`src/rtl/lc3b_types.sv`:
```
// lc3b_types: shared LC-3b word and cache-line types.
package lc3b_types;
    typedef logic [15:0]  lc3b_word;
    typedef logic [127:0] lc3b_line;
endpackage

```
`src/rtl/mem_arbiter.sv`:
```
// mem_arbiter: shares one physical memory port between the I-cache and D-cache,
// alternating grants under contention and holding the command stable until pmem_resp.
module mem_arbiter
    import lc3b_types::*;
(
    input  logic     clk,
    input  logic     reset,
    input  lc3b_word i_pmem_address,
    input  logic     i_pmem_read,
    output logic     i_pmem_resp,
    output lc3b_line i_pmem_rdata,
    input  lc3b_word d_pmem_address,
    input  logic     d_pmem_read,
    input  logic     d_pmem_write,
    input  lc3b_line d_pmem_wdata,
    output logic     d_pmem_resp,
    output lc3b_line d_pmem_rdata,
    output lc3b_word pmem_address,
    output logic     pmem_read,
    output logic     pmem_write,
    output lc3b_line pmem_wdata,
    input  logic     pmem_resp,
    input  lc3b_line pmem_rdata
);
    typedef enum logic [1:0] {IDLE, GRANT_I, GRANT_D, DONE} state_t;
    state_t   r_state;
    logic     r_last_d;
    lc3b_line r_i_rdata;
    lc3b_line r_d_rdata;
    logic     w_i_req;
    logic     w_d_req;
    logic     w_pick_d;
    assign w_i_req  = i_pmem_read;
    assign w_d_req  = d_pmem_read | d_pmem_write;
    // D wins a tie only when I was granted last
    assign w_pick_d = w_d_req & (~w_i_req | ~r_last_d);
    // resp is gated by reset so a same-cycle reset suppresses completion
    assign i_pmem_resp  = reset & pmem_resp & (r_state == GRANT_I);
    assign d_pmem_resp  = reset & pmem_resp & (r_state == GRANT_D);
    assign i_pmem_rdata = (r_state == GRANT_I) ? pmem_rdata : r_i_rdata;
    assign d_pmem_rdata = (r_state == GRANT_D) ? pmem_rdata : r_d_rdata;
    always_ff @(posedge clk) begin
        if (!reset) begin
            r_state      <= IDLE;
            r_last_d     <= 1'b0;
            r_i_rdata    <= '0;
            r_d_rdata    <= '0;
            pmem_address <= '0;
            pmem_read    <= 1'b0;
            pmem_write   <= 1'b0;
            pmem_wdata   <= '0;
        end else begin
            case (r_state)
                IDLE: if (w_i_req | w_d_req) begin
                    r_state      <= w_pick_d ? GRANT_D : GRANT_I;
                    r_last_d     <= w_pick_d;
                    pmem_address <= w_pick_d ? d_pmem_address : i_pmem_address;
                    pmem_read    <= ~(w_pick_d & d_pmem_write);
                    pmem_write   <= w_pick_d & d_pmem_write;
                    if (w_pick_d)
                        pmem_wdata <= d_pmem_wdata;
                end
                GRANT_I, GRANT_D: if (pmem_resp) begin
                    r_state    <= DONE;
                    pmem_read  <= 1'b0;
                    pmem_write <= 1'b0;
                    if (r_state == GRANT_I)
                        r_i_rdata <= pmem_rdata;
                    else
                        r_d_rdata <= pmem_rdata;
                end
                default: r_state <= IDLE;
            endcase
        end
    end
endmodule
```
`config.mk`:
```
export PLATFORM = sky130hd
export DESIGN_NAME = mem_arbiter
export DESIGN_NICKNAME = d
export VERILOG_FILES = /design/src/rtl/lc3b_types.sv /design/src/rtl/mem_arbiter.sv
export SDC_FILE = /design/constraint.sdc
export NUM_CORES = 1
export LEC_CHECK = 0
export BUFFER_PORTS_ARGS = -buffer_cell sky130_fd_sc_hd__buf_2
export CAP_MARGIN = 5
export CORE_AREA = 2 2 272 274
export CTS_CLUSTER_SIZE = 16
export DETAILED_ROUTE_END_ITERATION = 12
export DIE_AREA = 0 0 274 276
export SLEW_MARGIN = 20
export SYNTH_ARGS = -nofsm -noshare
export SYNTH_HDL_FRONTEND = slang
export SYNTH_SLANG_ARGS = --single-unit
export TNS_END_PERCENT = 100
```
`constraint.sdc`:
```
create_clock -name clk -period 2.9 [get_ports clk]
set_input_delay 0.58 -clock clk [delete_from_list [all_inputs] [get_ports clk]]
set_output_delay 0.58 -clock clk [all_outputs]
set_load 0.05 [all_outputs]
```
==> results of run 1 <==
-- worst max-delay path, delay by kind of cell, from the launching register on --
family	cells	cell delay [ps]
buffers and inverters	4	750
muxes	1	350
adders and majority gates	1	160
DFF	1	350
-- area by class of cell --
type | instances | area [um2]
Clock buffer | 65 | 1330
Sequential cell | 405 | 8110
Antenna cell | 3 | 7.51
Clock inverter | 18 | 248
Inverter | 4 | 26.3
Timing Repair Buffer | 763 | 4340
Multi-Input combinational cell | 1376 | 8790
Fill cell | 7642 | 48500
Tap cell | 959 | 1200
-- registers in the layout (all words and copies together), names as in the netlist --
| signal | flops |
|---|---|
| r_last_d | 1 |
| pmem_wdata | 128 |
| r_d_rdata | 128 |
| pmem_read | 1 |
| pmem_write | 1 |
| r_state | 2 |
| pmem_address | 16 |
| r_i_rdata | 128 |
-- cell usage after synthesis (all sizes together), types with 2 or more instances --
master	count	area, um2
dfxtp	405	8110
and3	2	12.5
buf	104	883
inv	4	15.0
a31oi	16	100
mux2i	128	1280
nand2	292	1100
o32ai	3	33.8
o21ai	144	721
a21oi	259	1300
mux2	256	2880
nor2	130	488
clkbuf	75	282
ha	4	50.1
nand3	128	641
-- kinds of logic (layout without fill, tap and decap cells) --
logic type	after synthesis	count (layout)	share of synthesized area, %
AO/OA/AOI/OAI	427	427	12.3
adder cells (fa/ha/maj)	4	4	0.278
buffers and inverters	183	850	6.55
flip-flops	405	405	45.0
multiplexers	384	384	23.1
other	0	3	0
AND/OR/NAND/NOR	561	561	12.8
-- layer usage --
metal  GRT usage, %  vias up
li1               -     8061
met1           18.3     7928
met2           27.7      670
met3           4.48      139
met4           9.85        8
met5              0        -
-- power by group --
group | switching (mW) | internal [mW] | leakage [nW]
logic | 10.9 | 4.25 | 6.61
registers | 0.567 | 6.72 | 3.30
clock network | 2.39 | 3.73 | 0.787
total | 13.9 | 14.7 | 10.7
-- what timing repair did --
| item | 4_1_cts | 5_1_grt |
|---|---|---|
| endpoints found under the setup margin | 191 | 39 |
| cloned | 1 | 1 |
| buffers inserted | 3 | 0 |
| resized for setup | 25 | 2 |
-- through the flow --
stage	hold WS [ps]	cells	util [%]	worst slack, ps	cell area [um2]
after floorplan	434	1964	-	825	18000
after global placement	440	3502	30.7	495	22300
after detailed placement	444	3502	30.7	460	22300
after CTS	209	3589	33.1	0.0155	24000
after global routing	222	3592	33.1	4.73	24100
final	257	3593	33.1	92.2	24100
-- worst max path at each step --
| stage | start | endpoint | slack (ps) |
|---|---|---|---|
| after floorplan | r_state[0] | d_pmem_rdata[100] | 820 |
| after global placement | r_state[1] | i_pmem_rdata[28] | 490 |
| after detailed placement | r_state[1] | i_pmem_rdata[127] | 460 |
| after CTS | r_state[0] | d_pmem_rdata[66] | 0.02 |
| after global routing | r_state[0] | d_pmem_rdata[62] | 5 |
| final | r_state[0] | d_pmem_rdata[62] | 90 |
==> results.md, run 1 <==
* Status: finished, final reports clean
* Clock skew at 20.9 ps
* # rows at 99
* Main synth FF type: dfxtp_1
* Root Buffer: clkbuf_16
* Die extent in x at 274 um
* Sequential share of the synthesized area at 45.0%
* Fin crit share at 96.8%
* Fin Setup TNS at 0 ps
* GRT overflow at 0
* Critical Path RT at 2320 ps
* Worst-Margin Slew at 973 ps
* Max_cap viols at 0
* CP Capture Type: primary output
* Clock transition at the registers of the reported paths at 60 ps
* Io pins at 698
* Crit-path cells: inv_4, ha_4, buf_12, clkbuf_16, mux2_2, buf_2
* Area delta synth->final at 33.5%
* Mapped Area at 0.0180 mm2
* Power Density at 1190 mW/mm2
* Syn_nets at 2262
* Via Count at 16800
* Initial antenna violation count at 9
* Top sig layer: met5
* Chip Height at 276 um
* Synth cell types at 37
* Highest-count cells in the layout ignoring fill and taps: 680 x buf_2, 404 x dfxtp_1, 292 x nand2_1, 259 x a21oi_1, 256 x mux2_2
* H-tree levels at 2
* Commonest non-fill, non-tap cell in the layout: buf_2
* WL final at 66200 um
* DR WL/cell at 18.4 um
* Hold Vio Cnt, Final at 0
* Yosys warnings at 0
* TritonCTS clock tree: done
* GRT Total Usage at 16.4%
* Flop2flop setup slack at 750 ps
* Crit-path max cell delay at 350 ps
* Reg2reg end: r_i_rdata[37]
* Vias in the first global route at 16000
* F_max at 0.356 GHz
* Pwr Total at 28.6 mW
* Worst hold path startpoint: d_pmem_wdata[108]
* CP Max Fanout at 23
* Worst r2r src: r_state[1]
* Initial DRC count at 841
* Routed wl met2 at 31200 um
* Post-CTS Hold Fix Bufs at 0
* Share of layout cells above drive strength 1 at 42.2%
* Crit start category: flop
* WS Path Type: reg -> out
* #FFs+latches synth at 405
* Worst-case clock buffer depth at 3
* Post-route ant nets at 0
* Critical path arrival at 2230 ps
* Met1 wire length at 25200 um
* Nets at 2894
* Max_slew headroom at 35.1%
* Crit path time final at 2810 ps
* Drt pass-1 iters at 5
* Hold Path Class: in -> reg
* Asr flop ratio synth at 0%
* Core area at 0.0726 mm2
* Max Slew Vio Count at 0
* GP Congestion at 0.869
* Dpl hpwl at 47900 um
* Path depth of the worst reg2reg path at 6
* CP max-delay cell: dfxtp_2
* Die area at 0.0756 mm2
* RSZ-0062 raised after global routing: false
* Met3 wire len at 5440 um
* Starting Density at 24.8%
* Later-pin clock latency in the skew report at 570 ps
* Hold Path Sink: pmem_wdata[108]
* DRC at 0
* TritonCTS Sinks at 405
* Vias per cell at 4.68
* Endpoints failing setup at 0
* Lkg Pwr at 10.7 nW
* Worst Hold Depth at 3
* PortBufs at 697
* Maximum vdd drop at 0.000696 V
* Pin count of the biggest net entering global routing at 131
* Number of enable flip-flop cells after synthesis at 0
* Syn Area/Cell at 9.18 um2
* CTS Buf Count at 46
* First-pass GRT wire length at 97400 um
* Post-Syn Instances at 1964
No activity file was read; power rests on OpenSTA's default activity.
==> run 2, diff against run 1 <==
==> constraint.sdc (replaced) <==
create_clock -name clk -period 2.9 [get_ports clk]
set_input_delay 0.58 -clock clk [delete_from_list [all_inputs] [get_ports clk]]
set_output_delay 0.58 -clock clk [all_outputs]
set_load 0.005 [all_outputs]
==> run 2 against run 1 <==
Net effect: combinational power down 39%; count of clock-buffer cells in the layout increased by 6; non-clock buffer count down 3; utilization fell by 0.21 points; clock power is 5.4% lower; fmax rose by 1.3%; sequential share of layout area increased by 0.21 points; global-route usage increased by 0.21 points; largest cell class unchanged; largest power group unchanged.
==> results.md, run 2 (same netlist as run 1, synthesis figures left out) <==
* DR WL/cell at 18.7 um (was 18.4 um)
* CP Max Fanout at 26 (was 23)
* Die area at 0.0756 mm2 (unchanged)
* # rows at 99 (unchanged)
* Status: finished, final reports clean (unchanged)
* Clock transition at the registers of the reported paths at 60 ps (about the same)
* Bufs and invs on worst path at 4 (unchanged)
* Io pins at 698 (unchanged)
* Worst-case clock buffer depth at 3 (unchanged)
* Switch share at 36.1% (was 48.6%)
* Area delta synth->final at 32.6% (was 33.5%)
* Fin util at 32.9% (was 33.1%)
* Crit-path cells: inv_2, ha_4, buf_4, buf_16, mux2_2, buf_2 (was inv_4, ha_4, buf_12, clkbuf_16, mux2_2, buf_2)
* Starting Density at 24.8% (unchanged)
* Final WS setup at 128 ps (was 92.2 ps)
* Crit start category: flop (unchanged)
* Share of layout cells above drive strength 1 at 41.8% (was 42.2%)
* Clock power share at 25.9% (was 21.4%)
* Crit path time final at 2770 ps (was 2810 ps)
* Vias per cell at 4.66 (was 4.68)
* Final std cells w/o fill at 3589 (was 3593)
* Gate power share at 41.5% (was 53.1%)
* GRT overflow at 0 (unchanged)
* CP max-delay cell: mux2_2 (was dfxtp_2)
* Drt pass-1 iters at 5 (unchanged)
* F_max at 0.361 GHz (was 0.356 GHz)
* TritonCTS Sinks at 405 (unchanged)
* WS Path Type: reg -> out (unchanged)
* Endpoints failing setup at 0 (unchanged)
* Hold Path Class: in -> reg (unchanged)
* WL final at 67200 um (was 66200 um)
* TritonCTS clock tree: done (unchanged)
* DRC at 0 (unchanged)
* NetSw at 8.07 mW (was 13.9 mW)
* PortBufs at 697 (unchanged)
* Vias in the first global route at 16200 (was 16000)
* Top Registers: pmem_wdata x128, r_d_rdata x128, r_i_rdata x128 (unchanged)
* Nets at 2891 (was 2894)
* Pin count of the biggest net entering global routing at 133 (was 131)
* Internal power at 14.3 mW (was 14.7 mW)
* Hold Vio Cnt, Final at 0 (unchanged)
* GRT Total Usage at 16.6% (was 16.4%)
* Maximum vdd drop at 0.000581 V (was 0.000696 V)
* Post-CTS Hold Fix Bufs at 0 (unchanged)
* Chip Height at 276 um (unchanged)
* Max_cap viols at 0 (unchanged)
* Crit-path max cell delay at 380 ps (was 350 ps)
* Post-route ant nets at 0 (unchanged)
* Initial DRC count at 945 (was 841)
* Core area at 0.0726 mm2 (unchanged)
* Max Slew Vio Count at 0 (unchanged)
* Pre-CTS setup slack at 553 ps (was 460 ps)
* Lkg Pwr at 10.6 nW (was 10.7 nW)
* CTS Buf Count at 46 (unchanged)
* Critical Path RT at 2320 ps (about the same)
* RSZ-0062 raised after global routing: false (unchanged)
* Fin Setup TNS at 0 ps (unchanged)
* Commonest non-fill, non-tap cell in the layout: buf_2 (unchanged)
* GP Congestion at 0.867 (was 0.869)
* Critical path's top delay family: buffers and inverters (unchanged)
* Sequential fraction of design power at 32.6% (was 25.5%)
* Worst-Margin Slew at 744 ps (was 973 ps)
* Fin crit share at 95.6% (was 96.8%)
* H-tree levels at 2 (unchanged)
* Placed cell count at 3498 (was 3502)
* Later-pin clock latency in the skew report at 570 ps (about the same)
* Root Buffer: clkbuf_16 (unchanged)
* Power Density at 935 mW/mm2 (was 1190 mW/mm2)
* Die extent in x at 274 um (unchanged)
* CP Capture Type: primary output (unchanged)
* Dpl hpwl at 48000 um (was 47900 um)
* Highest-count cells in the layout ignoring fill and taps: 697 x buf_2, 405 x dfxtp_1, 292 x nand2_1, 259 x a21oi_1, 256 x mux2_2 (was 680 x buf_2, 404 x dfxtp_1, 292 x nand2_1, 259 x a21oi_1, 256 x mux2_2)
* Critical path arrival at 2190 ps (was 2230 ps)
* Clock skew at 14.6 ps (was 20.9 ps)
* Initial antenna violation count at 14 (was 9)
* Via Count at 16700 (was 16800)
* First-pass GRT wire length at 98400 um (was 97400 um)
* Max_slew headroom at 50.3% (was 35.1%)
-- run 2: per-layer routing --
layer,routed length (um),up-vias,track usage [%]
met5,86,-,0
met4,4090,14,9.53
met3,5100,131,4.52
met2,32100,612,28.2
met1,25800,7916,18.7
li1,-,8048,-
-- run 2: path summary, 6_finish.rpt --
path                          from               end  slack (ps)  cells after the start
setup / recovery        r_state[1]  i_pmem_rdata[58]         130                      6
hold / removal    d_pmem_wdata[18]    pmem_wdata[18]         250                      3
setup reg to reg        r_state[1]     r_d_rdata[93]         690                      7
hold reg to reg      r_d_rdata[21]     r_d_rdata[21]         450                      2
-- run 2: per-stage QoR --
stage	hold slack (ps)	area [um2]	total power, mW
6_report	255	23900	22.4
5_1_grt	219	23900	23.7
4_1_cts	215	23800	22.5
3_5_place_dp	444	22300	16.5
3_3_place_gp	440	22300	16.4
2_1_floorplan	434	18000	12.9
-- run 2: area by class of cell --
| cell class | instances | area [um2] |
|---|---|---|
| clock buffers | 71 | 1380 |
| repair buffers | 760 | 4280 |
| diodes | 3 | 7.51 |
| inverters | 4 | 23.8 |
| multi-input cells | 1376 | 8790 |
| well taps | 959 | 1200 |
| fillers | 7664 | 48700 |
| clock inverters | 11 | 108 |
| flip-flops and latches | 405 | 8110 |
-- run 2: timing repair --
| item | CTS | global route |
|---|---|---|
| resized for setup | 4 | 2 |
| endpoints found under the setup margin | 146 | 36 |
| setup buffers | 1 | 2 |
| gates cloned | 2 | 1 |
| hold endpoints to repair | 0 | 0 |
-- run 2: worst reg2reg max path, cell delays in order, from the launching register on --
cell and delay [ps]:
dfxtp_1 410, inv_2 100, ha_4 230, buf_16 220, and3b_4 560, buf_4 380, nand2_1 120, a21oi_1 120
-- run 2: power by group through the flow --
stage	combinational [mW]	sequential, mW	clock (mW)
after detailed placement	9.14	7.38	0
after CTS	9.30	7.28	5.95
final	9.28	7.29	5.79
after global routing	10.0	7.43	6.19
after floorplan	5.62	7.33	0
after global placement	9.09	7.35	0
